`src/rtl/stage5wb_q_pkg.sv`:
```
// stage5wb_q_pkg: shared sizing helpers for the queued write-back stage.
//   entry_width : packed width of one queue entry {pc, instr, result, flags,
//                 waddr, reg_we, lr_we, flag_we}
//   ptr_width   : bits needed to index a DEPTH-entry circular buffer
package stage5wb_q_pkg;

  localparam int DATA_W_DEF = 12;
  localparam int ADDR_W_DEF = 4;
  localparam int FLAG_W_DEF = 4;
  localparam int DEPTH_DEF  = 4;

  function automatic int entry_width(input int data_w, input int addr_w, input int flag_w);
    return 3 * data_w + flag_w + addr_w + 3;
  endfunction

  function automatic int ptr_width(input int depth);
    return (depth > 1) ? $clog2(depth) : 1;
  endfunction

endpackage

```
`src/rtl/stage5wb_q_if.sv`:
```
// stage5wb_q_if: retiring-instruction handshake from the RA stage.
//   master : upstream producer (drives valid_in and the entry fields)
//   slave  : write-back stage (drives ready_out)
interface stage5wb_q_if #(
  parameter int DATA_W = 12,
  parameter int ADDR_W = 4,
  parameter int FLAG_W = 4
) ();
  logic              valid_in;
  logic              ready_out;
  logic [DATA_W-1:0] pc_in;
  logic [DATA_W-1:0] instr_in;
  logic [DATA_W-1:0] result_in;
  logic [FLAG_W-1:0] flags_in;
  logic [ADDR_W-1:0] reg_waddr_in;
  logic              reg_we_in;
  logic              lr_we_in;
  logic              flag_we_in;

  modport master (
    output valid_in, pc_in, instr_in, result_in, flags_in,
           reg_waddr_in, reg_we_in, lr_we_in, flag_we_in,
    input  ready_out
  );

  modport slave (
    input  valid_in, pc_in, instr_in, result_in, flags_in,
           reg_waddr_in, reg_we_in, lr_we_in, flag_we_in,
    output ready_out
  );
endinterface

```
`src/rtl/stage5wb_q_fifo.sv`:
```
// wb_fifo: generic DEPTH x WIDTH circular buffer.
//   push/pop   : enqueue wdata / drop head (caller guarantees not full / not empty)
//   head       : oldest entry
//   count      : occupancy 0..DEPTH
//   entries    : all slots re-ordered by age, slot 0 = oldest
//   valid_mask : bit k set when age slot k holds a live entry
module wb_fifo
  import stage5wb_q_pkg::*;
#(
  parameter int DEPTH = 4,
  parameter int WIDTH = 16,
  localparam int PTR_W = ptr_width(DEPTH),
  localparam int CNT_W = $clog2(DEPTH) + 1
) (
  input  logic                   clk,
  input  logic                   rst,
  input  logic                   push,
  input  logic                   pop,
  input  logic [WIDTH-1:0]       wdata,
  output logic [WIDTH-1:0]       head,
  output logic [CNT_W-1:0]       count,
  output logic [DEPTH*WIDTH-1:0] entries,
  output logic [DEPTH-1:0]       valid_mask
);

  logic [WIDTH-1:0] mem_r [DEPTH];
  logic [PTR_W-1:0] rd_ptr_r;
  logic [PTR_W-1:0] wr_ptr_r;
  logic [CNT_W-1:0] count_r;

  // Storage, pointers and occupancy; pointers wrap naturally since DEPTH is a power of 2.
  always_ff @(posedge clk or posedge rst) begin
    if (rst) begin
      rd_ptr_r <= '0;
      wr_ptr_r <= '0;
      count_r  <= '0;
      for (int i = 0; i < DEPTH; i++) begin
        mem_r[i] <= '0;
      end
    end else begin
      if (push) begin
        mem_r[wr_ptr_r] <= wdata;
        wr_ptr_r        <= wr_ptr_r + PTR_W'(1);
      end
      if (pop) begin
        rd_ptr_r <= rd_ptr_r + PTR_W'(1);
      end
      case ({push, pop})
        2'b10:   count_r <= count_r + CNT_W'(1);
        2'b01:   count_r <= count_r - CNT_W'(1);
        default: count_r <= count_r;
      endcase
    end
  end

  // Age-ordered view of the buffer so consumers need not know the read pointer.
  always_comb begin
    entries    = '0;
    valid_mask = '0;
    for (int k = 0; k < DEPTH; k++) begin
      entries[k*WIDTH +: WIDTH] = mem_r[rd_ptr_r + PTR_W'(k)];
      valid_mask[k]             = (CNT_W'(k) < count_r);
    end
  end

  assign head  = mem_r[rd_ptr_r];
  assign count = count_r;

endmodule

```
`src/rtl/stage5wb_q.sv`:
```
// stage5wb_q: queued write-back stage.
//   up (slave)        : retiring entries from the RA stage (valid/ready)
//   rf_* / rf_grant   : arbitrated register-file write port
//   lr_* / flag_*     : link and flag register write strobes
//   fwd_*             : youngest-first lookup of uncommitted results
//   retire_valid, pc_out, instr_out : registered retirement report
//   count             : queue occupancy
module stage5wb_q
  import stage5wb_q_pkg::*;
#(
  parameter int DATA_W = 12,
  parameter int ADDR_W = 4,
  parameter int FLAG_W = 4,
  parameter int DEPTH  = 4,
  localparam int CNT_W = $clog2(DEPTH) + 1
) (
  input  logic              clk,
  input  logic              rst,
  stage5wb_q_if.slave       up,
  output logic [ADDR_W-1:0] rf_waddr,
  output logic [DATA_W-1:0] rf_wdata,
  output logic              rf_we,
  input  logic              rf_grant,
  output logic [DATA_W-1:0] lr_wdata,
  output logic              lr_we,
  output logic [FLAG_W-1:0] flag_wdata,
  output logic              flag_we,
  input  logic [ADDR_W-1:0] fwd_addr,
  output logic              fwd_hit,
  output logic [DATA_W-1:0] fwd_data,
  output logic              retire_valid,
  output logic [DATA_W-1:0] pc_out,
  output logic [DATA_W-1:0] instr_out,
  output logic [CNT_W-1:0]  count
);

  localparam int ENTRY_W = entry_width(DATA_W, ADDR_W, FLAG_W);

  typedef struct packed {
    logic [DATA_W-1:0] pc;
    logic [DATA_W-1:0] instr;
    logic [DATA_W-1:0] result;
    logic [FLAG_W-1:0] flags;
    logic [ADDR_W-1:0] waddr;
    logic              reg_we;
    logic              lr_we;
    logic              flag_we;
  } entry_t;

  entry_t                   wr_entry_s;
  entry_t                   head_s;
  entry_t                   age_entry_s [DEPTH];
  logic [ENTRY_W-1:0]       head_raw_s;
  logic [DEPTH*ENTRY_W-1:0] entries_s;
  logic [DEPTH-1:0]         valid_mask_s;
  logic [CNT_W-1:0]         count_s;
  logic                     head_v_s;
  logic                     push_s;
  logic                     pop_s;

  // ready depends only on registered occupancy, never on rf_grant.
  assign up.ready_out = (count_s != CNT_W'(DEPTH));
  assign push_s       = up.valid_in && up.ready_out;
  assign head_v_s     = (count_s != CNT_W'(0));
  assign head_s       = entry_t'(head_raw_s);
  assign count        = count_s;

  assign wr_entry_s = '{pc:      up.pc_in,
                        instr:   up.instr_in,
                        result:  up.result_in,
                        flags:   up.flags_in,
                        waddr:   up.reg_waddr_in,
                        reg_we:  up.reg_we_in,
                        lr_we:   up.lr_we_in,
                        flag_we: up.flag_we_in};

  wb_fifo #(
    .DEPTH (DEPTH),
    .WIDTH (ENTRY_W)
  ) u_fifo (
    .clk        (clk),
    .rst        (rst),
    .push       (push_s),
    .pop        (pop_s),
    .wdata      (wr_entry_s),
    .head       (head_raw_s),
    .count      (count_s),
    .entries    (entries_s),
    .valid_mask (valid_mask_s)
  );

  // Commit: an entry without an RF write leaves without waiting for a grant;
  // LR/flag strobes fire only in the popping cycle so each happens exactly once.
  always_comb begin
    rf_we      = head_v_s && head_s.reg_we;
    rf_waddr   = head_s.waddr;
    rf_wdata   = head_s.result;
    pop_s      = head_v_s && (!head_s.reg_we || rf_grant);
    lr_we      = pop_s && head_s.lr_we;
    lr_wdata   = head_s.result;
    flag_we    = pop_s && head_s.flag_we;
    flag_wdata = head_s.flags;
  end

  // Unpack the age-ordered slots (slot 0 oldest).
  always_comb begin
    for (int k = 0; k < DEPTH; k++) begin
      age_entry_s[k] = entry_t'(entries_s[k*ENTRY_W +: ENTRY_W]);
    end
  end

  // Forwarding: walk oldest to youngest so the youngest match overrides.
  always_comb begin
    fwd_hit  = 1'b0;
    fwd_data = '0;
    for (int k = 0; k < DEPTH; k++) begin
      if (valid_mask_s[k] && age_entry_s[k].reg_we && (age_entry_s[k].waddr == fwd_addr)) begin
        fwd_hit  = 1'b1;
        fwd_data = age_entry_s[k].result;
      end else begin
        fwd_hit  = fwd_hit;
        fwd_data = fwd_data;
      end
    end
  end

  // Retirement report, one cycle after the pop; PC/instr hold between pops.
  always_ff @(posedge clk or posedge rst) begin
    if (rst) begin
      retire_valid <= 1'b0;
      pc_out       <= '0;
      instr_out    <= '0;
    end else begin
      retire_valid <= pop_s;
      if (pop_s) begin
        pc_out    <= head_s.pc;
        instr_out <= head_s.instr;
      end else begin
        pc_out    <= pc_out;
        instr_out <= instr_out;
      end
    end
  end

endmodule

```
`src/flat_wrapper.sv`:
```
// flat-port wrapper written by rule: the top's interface ports become plain ports
module stage5wb_q_flat import stage5wb_q_pkg::*;
#(
  parameter int DATA_W = 12,
  parameter int ADDR_W = 4,
  parameter int FLAG_W = 4,
  parameter int DEPTH  = 4,
  localparam int CNT_W = $clog2(DEPTH) + 1
)
  (clk, rst, rf_waddr, rf_wdata, rf_we, rf_grant, lr_wdata, lr_we, flag_wdata, flag_we, fwd_addr, fwd_hit, fwd_data, retire_valid, pc_out, instr_out, count, up_valid_in, up_pc_in, up_instr_in, up_result_in, up_flags_in, up_reg_waddr_in, up_reg_we_in, up_lr_we_in, up_flag_we_in, up_ready_out);
  stage5wb_q_if #(.DATA_W(DATA_W), .ADDR_W(ADDR_W), .FLAG_W(FLAG_W)) up_i ();
  input  logic clk;
  input  logic rst;
  output logic [ADDR_W-1:0] rf_waddr;
  output logic [DATA_W-1:0] rf_wdata;
  output logic rf_we;
  input  logic rf_grant;
  output logic [DATA_W-1:0] lr_wdata;
  output logic lr_we;
  output logic [FLAG_W-1:0] flag_wdata;
  output logic flag_we;
  input  logic [ADDR_W-1:0] fwd_addr;
  output logic fwd_hit;
  output logic [DATA_W-1:0] fwd_data;
  output logic retire_valid;
  output logic [DATA_W-1:0] pc_out;
  output logic [DATA_W-1:0] instr_out;
  output logic [CNT_W-1:0] count;
  input wire logic [$bits(up_i.valid_in)-1:0] up_valid_in;
  input wire logic [$bits(up_i.pc_in)-1:0] up_pc_in;
  input wire logic [$bits(up_i.instr_in)-1:0] up_instr_in;
  input wire logic [$bits(up_i.result_in)-1:0] up_result_in;
  input wire logic [$bits(up_i.flags_in)-1:0] up_flags_in;
  input wire logic [$bits(up_i.reg_waddr_in)-1:0] up_reg_waddr_in;
  input wire logic [$bits(up_i.reg_we_in)-1:0] up_reg_we_in;
  input wire logic [$bits(up_i.lr_we_in)-1:0] up_lr_we_in;
  input wire logic [$bits(up_i.flag_we_in)-1:0] up_flag_we_in;
  output wire logic [$bits(up_i.ready_out)-1:0] up_ready_out;
  assign up_i.valid_in = up_valid_in;
  assign up_i.pc_in = up_pc_in;
  assign up_i.instr_in = up_instr_in;
  assign up_i.result_in = up_result_in;
  assign up_i.flags_in = up_flags_in;
  assign up_i.reg_waddr_in = up_reg_waddr_in;
  assign up_i.reg_we_in = up_reg_we_in;
  assign up_i.lr_we_in = up_lr_we_in;
  assign up_i.flag_we_in = up_flag_we_in;
  assign up_ready_out = up_i.ready_out;
  stage5wb_q #(.DATA_W(DATA_W), .ADDR_W(ADDR_W), .FLAG_W(FLAG_W), .DEPTH(DEPTH)) u_core (.clk(clk), .rst(rst), .up(up_i), .rf_waddr(rf_waddr), .rf_wdata(rf_wdata), .rf_we(rf_we), .rf_grant(rf_grant), .lr_wdata(lr_wdata), .lr_we(lr_we), .flag_wdata(flag_wdata), .flag_we(flag_we), .fwd_addr(fwd_addr), .fwd_hit(fwd_hit), .fwd_data(fwd_data), .retire_valid(retire_valid), .pc_out(pc_out), .instr_out(instr_out), .count(count));
endmodule
```
`config.mk`:
```
export PLATFORM = sky130hd
export DESIGN_NAME = stage5wb_q_flat
export DESIGN_NICKNAME = d
export VERILOG_FILES = /design/src/rtl/stage5wb_q_pkg.sv /design/src/rtl/stage5wb_q_if.sv /design/src/rtl/stage5wb_q_fifo.sv /design/src/rtl/stage5wb_q.sv /design/src/flat_wrapper.sv
export SDC_FILE = /design/constraint.sdc
export NUM_CORES = 1
export LEC_CHECK = 0
export CAP_MARGIN = 0
export CORE_ASPECT_RATIO = 2
export CORE_MARGIN = 2
export CORE_UTILIZATION = 57
export DETAILED_ROUTE_END_ITERATION = 8
export GPL_TIMING_DRIVEN = 0
export PLACE_DENSITY_LB_ADDON = 0.1
export SYNTH_ARGS = -nofsm -noshare
export SYNTH_HDL_FRONTEND = slang
export SYNTH_SLANG_ARGS = --single-unit
```
`constraint.sdc`:
```
create_clock -name clk -period 11 [get_ports clk]
set_clock_uncertainty 0.15 [all_clocks]
set_input_delay 2.2 -clock clk [delete_from_list [all_inputs] [get_ports clk]]
set_output_delay 2.2 -clock clk [all_outputs]
set_load 0.01 [all_outputs]
```
==> summary.md, run 1 <==
| Metric | Value |
|---|---|
| Port bufs | `around 130` |
| Post-Place Worst Slack | `3630 ps` |
| Leakage | `5.77 nW` |
| Logic pwr share | `55.4%` |
| WP data required | `8650 ps` |
| Core Footprint | `0.0198 mm²` |
| Multi-input gate area | `0.00539 mm²` |
| GRT Util Overall | `25.4%` |
| R2R Setup Slk | `7400 ps` |
| I/O Pins | `approximately 130` |
| TritonCTS Buffers | `20` |
| Initial Util | `57.7%` |
| Post-CTS Setup Bufs | `0` |
| Fin crit share | `between 60% and 70%` |
| Fin nets | `~1100` |
| PwrDens | `~360 mW/mm²` |
| Reg-to-reg startpoint | `u_core.u_fifo.rd_ptr_r[1]` |
| Worst Min Path Start | `u_core.u_fifo.mem_r[75]` |
| Synth Net Count | `approximately 910` |
| P&R area growth vs syn | `19.9%` |
| Avg Inst Size Synth | `13.6 µm²` |
| Worst relative slew slack | `between 40% and 50%` |
| Final worst setup slack | `between 3000 and 4000 ps` |
| Yosys reg bits | `220` |
| Cells after Synth | `842` |
| Final hold violations | `0` |
| Via count | `7339` |
| Internal Power | `approximately 3.2 mW` |
| Total Wirelength | `26400 µm` |
| First-pass DRT Iterations | `4` |
| # DRC | `0` |
| Initial antenna violation count | `0` |
| Clock power share | `14.0%` |
| Critical path type | `primary input to output port` |
| GPL Wtd Cong | `between 0.8 and 0.9` |
| DR vias/cell | `5.80` |
| Clock transition at path regs | `60 ps` |
| Clk_lat worst skew | `490 ps` |
| Distinct cells, synth | `39` |
| Crit path time final | `7400 ps` |
| Fmax | `135 MHz` |
| CP Capture Type | `output port` |
| Hold path cells | `1` |
| Max Cap Viol | `0` |
| Chip height | `204 µm` |
| Hpwl dp | `approximately 18000 µm` |
| Largest net degree at the start of global routing | `112` |
| Remaining global-route overflow | `0` |
| Sequential element share of the synthesized area | `48.2%` |
| Slew Limit Fails | `0` |
| R2R Path End | `u_core.u_fifo.count[2]` |
| P_sw | `1.70 mW` |
| Status | `completed` |
| Switching Fraction | `34.8%` |
| Type of origin of the critical path | `primary input` |
| Clk buf depth | `3` |
| Final setup viols | `0` |
| Fillers | `1507` |
| Layout cells sized above 1 | `36.6%` |
| Synthesized area | `0.0114 mm²` |
| DR iter-0 viols | `312` |
| Seq. cell area | `0.00551 mm²` |
| Vias in the first global route | `7981` |
| Worst Tran Pin Value | `900 ps` |
| Rows | `between 70 and 80` |
| Setup tns final | `0 ps` |
| Reg power frac | `a little under a third` |
| Post-CTS Resized | `0` |
| Core Util, Final | `69.1%` |
| Diodes inserted | `0` |
| Die Width | `104 µm` |
| Worst reg-to-reg path cell count | `10` |
| CTS Hold Bufs | `0` |
| Clk root buf | `clkbuf_16` |
| Crit path max fanout | `10` |
| H-tree Lvls | `1` |
| Crit path DAT | `5050 ps` |
| Clock Sink Count | `220` |
| RSZ-0062 raised after global routing | `false` |
| Min-Delay Path Class | `flop to flop` |
| VDD IR max | `0.197 mV` |
| Avg WL per Cell | `20.9 µm` |
| Yosys warns | `0` |
| Die Area | `around 0.021 mm²` |
| Hold EP | `u_core.u_fifo.mem_r[75]` |
| CTS tree | `yes` |
| Routed Antenna Nets | `0` |
| First-pass GRT wire length | `42600 µm` |
-- cells by family (layout without fill, tap and decap cells) --
logic type               after synthesis  in the layout  synth area share (%)
flip-flops                           220            220                  48.2
multiplexers                         324            324                  35.7
buffers and inverters                100            261                  4.72
AND/OR/NAND/NOR                       93             93                  3.60
adder cells (fa/ha/maj)                9              9                 0.985
AO/OA/AOI/OAI                         67             67                  4.62
XOR/XNOR                              29             29                  2.22
-- worst max-delay path by stage --
stage                            from                  endpoint  slack (ps)  cells past startpoint
final                     fwd_addr[0]              fwd_data[11]        3600                      9
after global routing      fwd_addr[0]              fwd_data[11]        3400                      9
after CTS                 fwd_addr[0]              fwd_data[11]        3630                      9
after detailed placement  fwd_addr[0]              fwd_data[11]        3630                      9
after global placement            rst  u_core.u_fifo.mem_r[111]        -150                      2
after floorplan                   rst       u_core.instr_out[0]        2630                      1
-- worst max-delay path, stage by stage --
cell	delay (ps)
clkbuf_1	390
xor2_1	160
o221ai_1	220
nand3_1	160
nor2_1	270
clkbuf_1	480
a211oi_1	150
a221oi_1	400
clkdlybuf4s50_1	610
-- cells in the final DEF (no fill, tap or decap), types with 2 or more instances in the layout --
cell,n
buf_4,34
nand2_1,54
a311oi_1,2
clkdlybuf4s50_1,128
nor2b_1,2
ha_1,9
dfrtp_1,220
inv_1,7
a21oi_1,12
and2_1,5
nor3_1,2
mux4_2,43
buf_1,6
nor2_1,7
clkbuf_1,36
nand3_1,15
clkbuf_16,21
o21ai_0,24
mux2_2,225
xnor2_1,25
buf_6,2
or2_2,3
xor2_1,4
buf_2,17
mux2i_1,55
clkinv_2,3
clkbuf_8,3
a211oi_1,10
a221oi_2,11
-- stage by stage --
stage | power, mW | cell area [µm²] | hold WS (ps) | std cells
final | 4.88 | 13700 | 347 | 1265
after global routing | 5.17 | 13700 | 361 | 1265
after detailed placement | 4.21 | 13100 | 337 | 1233
after floorplan | 3.31 | 11400 | 324 | 842
after global placement | 4.15 | 13000 | 331 | 1232
after CTS | 4.92 | 13700 | 352 | 1265
-- synth_stat cells --
| cell type | n | share of area [%] |
|---|---|---|
| xor2_1 | 4 | 0.31 |
| ha_1 | 9 | 0.99 |
| mux2_2 | 225 | 22 |
| buf_4 | 34 | 2.2 |
| clkbuf_1 | 33 | 1.1 |
| o221ai_1 | 1 | 0.077 |
| a221oi_1 | 1 | 0.077 |
| or2_2 | 3 | 0.16 |
| nand2b_1 | 1 | 0.055 |
| a2111oi_4 | 1 | 0.24 |
| a221o_1 | 1 | 0.088 |
| o2111a_1 | 1 | 0.099 |
| o21ai_0 | 24 | 1.1 |
| and2_1 | 5 | 0.27 |
| nor2b_1 | 2 | 0.11 |
| nor4_1 | 1 | 0.055 |
| a22oi_1 | 1 | 0.066 |
| a311oi_1 | 2 | 0.15 |
| a21oi_1 | 12 | 0.53 |
| and4_1 | 1 | 0.077 |
| nor3_1 | 2 | 0.088 |
| or4_1 | 1 | 0.066 |
| buf_2 | 17 | 0.74 |
| nand3_1 | 15 | 0.66 |
| mux2i_1 | 55 | 4.8 |
| dfrtp_1 | 220 | 48 |
| xnor2_1 | 25 | 1.9 |
| a221oi_2 | 11 | 1.4 |
| a211oi_1 | 10 | 0.66 |
| nor2_1 | 7 | 0.23 |
| buf_1 | 6 | 0.20 |
| inv_1 | 8 | 0.26 |
| buf_6 | 2 | 0.20 |
| o211ai_1 | 1 | 0.066 |
| a2bb2oi_1 | 1 | 0.077 |
| nand4_1 | 1 | 0.055 |
| nand2_1 | 54 | 1.8 |
| mux4_2 | 43 | 8.5 |
| mux4_1 | 1 | 0.23 |
-- metal layers --
| metal | vias to the layer above | global-route usage (%) | wire, µm |
|---|---|---|---|
| met4 | 0 | 8.54 | 717 |
| met3 | 44 | 3.54 | 1320 |
| li1 | 3333 | - | - |
| met5 | - | 0 | 0 |
| met2 | 209 | 48.1 | 14600 |
| met1 | 3753 | 29.3 | 9770 |
-- power by group through the flow --
stage                     registers, mW  clock network (mW)  logic [mW]
after floorplan                    1.45                   0        1.86
after global placement             1.48                   0        2.67
after detailed placement           1.50                   0        2.71
after CTS                          1.49               0.701        2.73
after global routing               1.54               0.729        2.90
final                              1.49               0.685        2.70
-- sequential cells by signal (all words and copies together), names as in the netlist --
signal and count:
u_core.u_fifo.mem_r 188, u_core.instr_out 12, u_core.pc_out 12, u_core.u_fifo.count 3
u_core.u_fifo.rd_ptr_r 2, u_core.u_fifo.wr_ptr_r 2, u_core.retire_valid 1
-- layout make-up --
class | count | share of cell area (%)
timing repair buffer | 129 | 9.55
sequential | 220 | 40.2
inverter | 8 | 0.274
clock inverter | 5 | 0.383
buffer | 92 | 3.72
clock buffer | 27 | 4.22
multi-input combinational | 522 | 39.3
tap | 262 | 2.39
Note: power is estimated with default switching activity, not from simulation.
==> inputs of run 2 (changes only) <==
==> constraint.sdc (replaced) <==
create_clock -name clk -period 7.3 [get_ports clk]
set_clock_uncertainty 0.15 [all_clocks]
set_input_delay 1.46 -clock clk [delete_from_list [all_inputs] [get_ports clk]]
set_output_delay 1.46 -clock clk [all_outputs]
set_load 0.01 [all_outputs]
==> run 2 against run 1 <==
Worst setup slack worse by 2200 ps. Total power is 54% higher. Largest cell class unchanged. Wire length is 1.3% higher. Highest routed layer unchanged. Clock-buffer cell count stayed put. Non-clock buffer count is 4 higher. Critical path type unchanged. Critical path depth stayed put. Via count is 1.6% higher. Sequential power is 51% higher.
==> summary.md, run 2 (synthesis results as in run 1) <==
| Metric | Value |
|---|---|
| Status | `completed (unchanged)` |
| Crit path depth | `9 (unchanged)` |
| Min-Delay Path Class | `flop to flop (unchanged)` |
| Hpwl dp | `19000 µm (was 18500 µm)` |
| Most frequent cells in the layout | `mux2_2, dfrtp_1, clkdlybuf4s50_1 (unchanged)` |
| Post-CTS Setup Bufs | `0 (unchanged)` |
| Diodes inserted | `0 (unchanged)` |
| Post-Place Worst Slack | `1390 ps (was 3630 ps)` |
| Crit path max fanout | `10 (unchanged)` |
| Die Area | `0.0213 mm² (unchanged)` |
| Top delay family on crit path | `buffers and inverters (unchanged)` |
| Rows | `73 (unchanged)` |
| Initial antenna violation count | `0 (unchanged)` |
| CTS Hold Bufs | `0 (unchanged)` |
| CP Capture Type | `output port (unchanged)` |
| WP data required | `5690 ps (was 8650 ps)` |
| Biggest register | `u_core.u_fifo.mem_r (unchanged)` |
| Port bufs | `128 (unchanged)` |
| Via count | `7460 (was 7339)` |
| Most common cell on crit path | `clkbuf_1 (unchanged)` |
| DR iter-0 viols | `286 (was 312)` |
| First-pass DRT Iterations | `6 (was 4)` |
| CTS tree | `yes (unchanged)` |
| Remaining global-route overflow | `0 (unchanged)` |
| Wl on met1 | `9740 µm (was 9770 µm)` |
| TritonCTS Buffers | `21 (was 20)` |
| Worst reg-to-reg path cell count | `10 (unchanged)` |
| Critical path type | `primary input to output port (unchanged)` |
| Max Cap Viol | `0 (unchanged)` |
| Leakage | `5.85 nW (was 5.77 nW)` |
| Biggest regs | `u_core.u_fifo.mem_r (188), u_core.instr_out (12), u_core.pc_out (12) (unchanged)` |
| Worst Tran Pin Value | `889 ps (was 900 ps)` |
| Total Wirelength | `26700 µm (was 26400 µm)` |
| DR WL met2 | `15000 µm (was 14600 µm)` |
| Clk_lat worst skew | `500 ps (was 490 ps)` |
| H-tree Lvls | `1 (unchanged)` |
| Slew Limit Fails | `0 (unchanged)` |
| First-pass GRT wire length | `42900 µm (was 42600 µm)` |
| Initial Util | `57.7% (unchanged)` |
| Post-CTS Resized | `0 (unchanged)` |
| PwrDens | `542 mW/mm² (was 356 mW/mm²)` |
| Commonest non-fill, non-tap cell in the layout | `mux2_2 (unchanged)` |
| GPL Wtd Cong | `0.876 (about the same)` |
| Avg WL per Cell | `21.0 µm (was 20.9 µm)` |
| Chip height | `204 µm (unchanged)` |
| Slowest cell delay on critical path | `610 ps (about the same)` |
| Final hold violations | `0 (unchanged)` |
| Worst relative slew slack | `40.7% (was 40.0%)` |
| Clk root buf | `clkbuf_16 (unchanged)` |
| DR vias/cell | `5.86 (was 5.80)` |
| Minimum hold slack | `348 ps (was 347 ps)` |
| Final setup viols | `0 (unchanged)` |
| Crit-path cells | `clkbuf_1 > xor2_1 > o221ai_1 > nand3_1 > nor2_1 > clkbuf_1 > a211oi_1 > a221oi_1 > clkdlybuf4s50_1 (unchanged)` |
| Highest Signal Layer | `met4 (unchanged)` |
| Layout cells sized above 1 | `37.0% (was 36.6%)` |
| Core Footprint | `0.0198 mm² (unchanged)` |
| Met3 WL | `1380 µm (was 1320 µm)` |
| # DRC | `0 (unchanged)` |
| Hold path cells | `1 (unchanged)` |
| Crit path DAT | `4330 ps (was 5050 ps)` |
| Largest net degree at the start of global routing | `43 (was 112)` |
| Vias in the first global route | `8009 (was 7981)` |
| Clock Sink Count | `220 (unchanged)` |
| Clk buf depth | `3 (unchanged)` |
| Die Width | `104 µm (unchanged)` |
| Worst path slowest cell | `clkdlybuf4s50_1 (unchanged)` |
| Fin nets | `1062 (was 1057)` |
| Fmax | `between 150 and 200 MHz` |
| RSZ-0062 raised after global routing | `false (unchanged)` |
| Worst path bufs/invs | `3 (unchanged)` |
| GRT Util Overall | `25.7% (was 25.4%)` |
| Routed Antenna Nets | `0 (unchanged)` |
| P&R area growth vs syn | `21.5% (was 19.9%)` |
| Max reg flops | `188 (unchanged)` |
| Final worst setup slack | `1360 ps (was 3600 ps)` |
| Clock transition at path regs | `60 ps (about the same)` |
| Type of origin of the critical path | `primary input (unchanged)` |
| Post-route cell area | `0.0139 mm² (was 0.0137 mm²)` |
| Crit path time final | `roughly 5900 ps` |
| Setup tns final | `0 ps (unchanged)` |
| VDD IR max | `0.379 mV (was 0.197 mV)` |
| DP Area | `0.0131 mm² (about the same)` |
| I/O Pins | `132 (unchanged)` |
| Fin crit share | `81.4%` |
==> run 2: cell types whose count changed in the layout (fill, tap and decap cells not counted), sizes merged <==
cell / before / now
inv: 8 / 7
bufinv: 1 / 5
buf: 60 / 64
==> run 2: where the power goes <==
part	switching [mW]	internal [mW]	leakage (nW)
combinational	1.74	2.34	2.87
clock	0.454	0.734	0.367
sequential	0.389	1.86	2.61
total	2.59	4.94	5.85
==> run 2: stage by stage <==
step,instances,total power [mW],utilization [%]
after global routing,1272,7.97,70.1
after CTS,1272,7.57,70.1
after floorplan,842,4.98,-
after global placement,1232,6.25,65.8
after detailed placement,1237,6.37,66.3
final,1272,7.53,70.1
==> run 2: final cells by class <==
| cell class | count | area, µm² |
|---|---|---|
| Tap cell | 262 | 328 |
| Inverter | 8 | 33.8 |
| Multi-Input combinational cell | 522 | 5390 |
| Sequential cell | 220 | 5510 |
| Clock inverter | 8 | 169 |
| Timing Repair Buffer | 133 | 1380 |
| Buffer | 92 | 509 |
| Fill cell | 1478 | 5930 |
| Clock buffer | 27 | 578 |
==> run 2: final timing paths <==
| path | slack, ps | end | from |
|---|---|---|---|
| min in group asynchronous | 1230 | u_core.u_fifo.mem_r[144] | rst |
| max in group asynchronous | 4610 | u_core.u_fifo.mem_r[157] | rst |
| max | 1360 | fwd_data[11] | fwd_addr[0] |
| min reg2reg | 350 | u_core.u_fifo.mem_r[73] | u_core.u_fifo.mem_r[73] |
| max reg2reg | 3740 | u_core.u_fifo.count[2] | u_core.u_fifo.rd_ptr_r[1] |
| min | 350 | u_core.u_fifo.mem_r[73] | u_core.u_fifo.mem_r[73] |
==> run 2: per-layer routing <==
layer / up-vias / GRT usage, %
met5: - / 0
met2: 239 / 49.4
li1: 3358 / -
met3: 53 / 3.89
met1: 3810 / 29.1
met4: 0 / 8.01
==> inputs of run 3 (changes only) <==
==> constraint.sdc (replaced) <==
create_clock -name clk -period 5.9 [get_ports clk]
set_clock_uncertainty 0.15 [all_clocks]
set_input_delay 1.18 -clock clk [delete_from_list [all_inputs] [get_ports clk]]
set_output_delay 1.18 -clock clk [all_outputs]
set_load 0.01 [all_outputs]
==> results of run 3 <==
Same layout as run 2 (identical final DEF). Status: completed.
Main changes from that run: setup slack after placement 1390 ps -> 548 ps; clock-pin slew on the worst setup and hold paths 60 ps -> 70 ps; setup slack after layout 1360 ps -> 513 ps; start point of the critical path fwd_addr[0] -> u_core.u_fifo.rd_ptr_r[0]; end point of the critical path fwd_data[11] -> fwd_data[5]; register-to-register setup slack 3740 ps -> 2340 ps; total power 7.53 mW -> 9.31 mW; worst IR drop on VDD 0.379 mV -> 0.469 mV
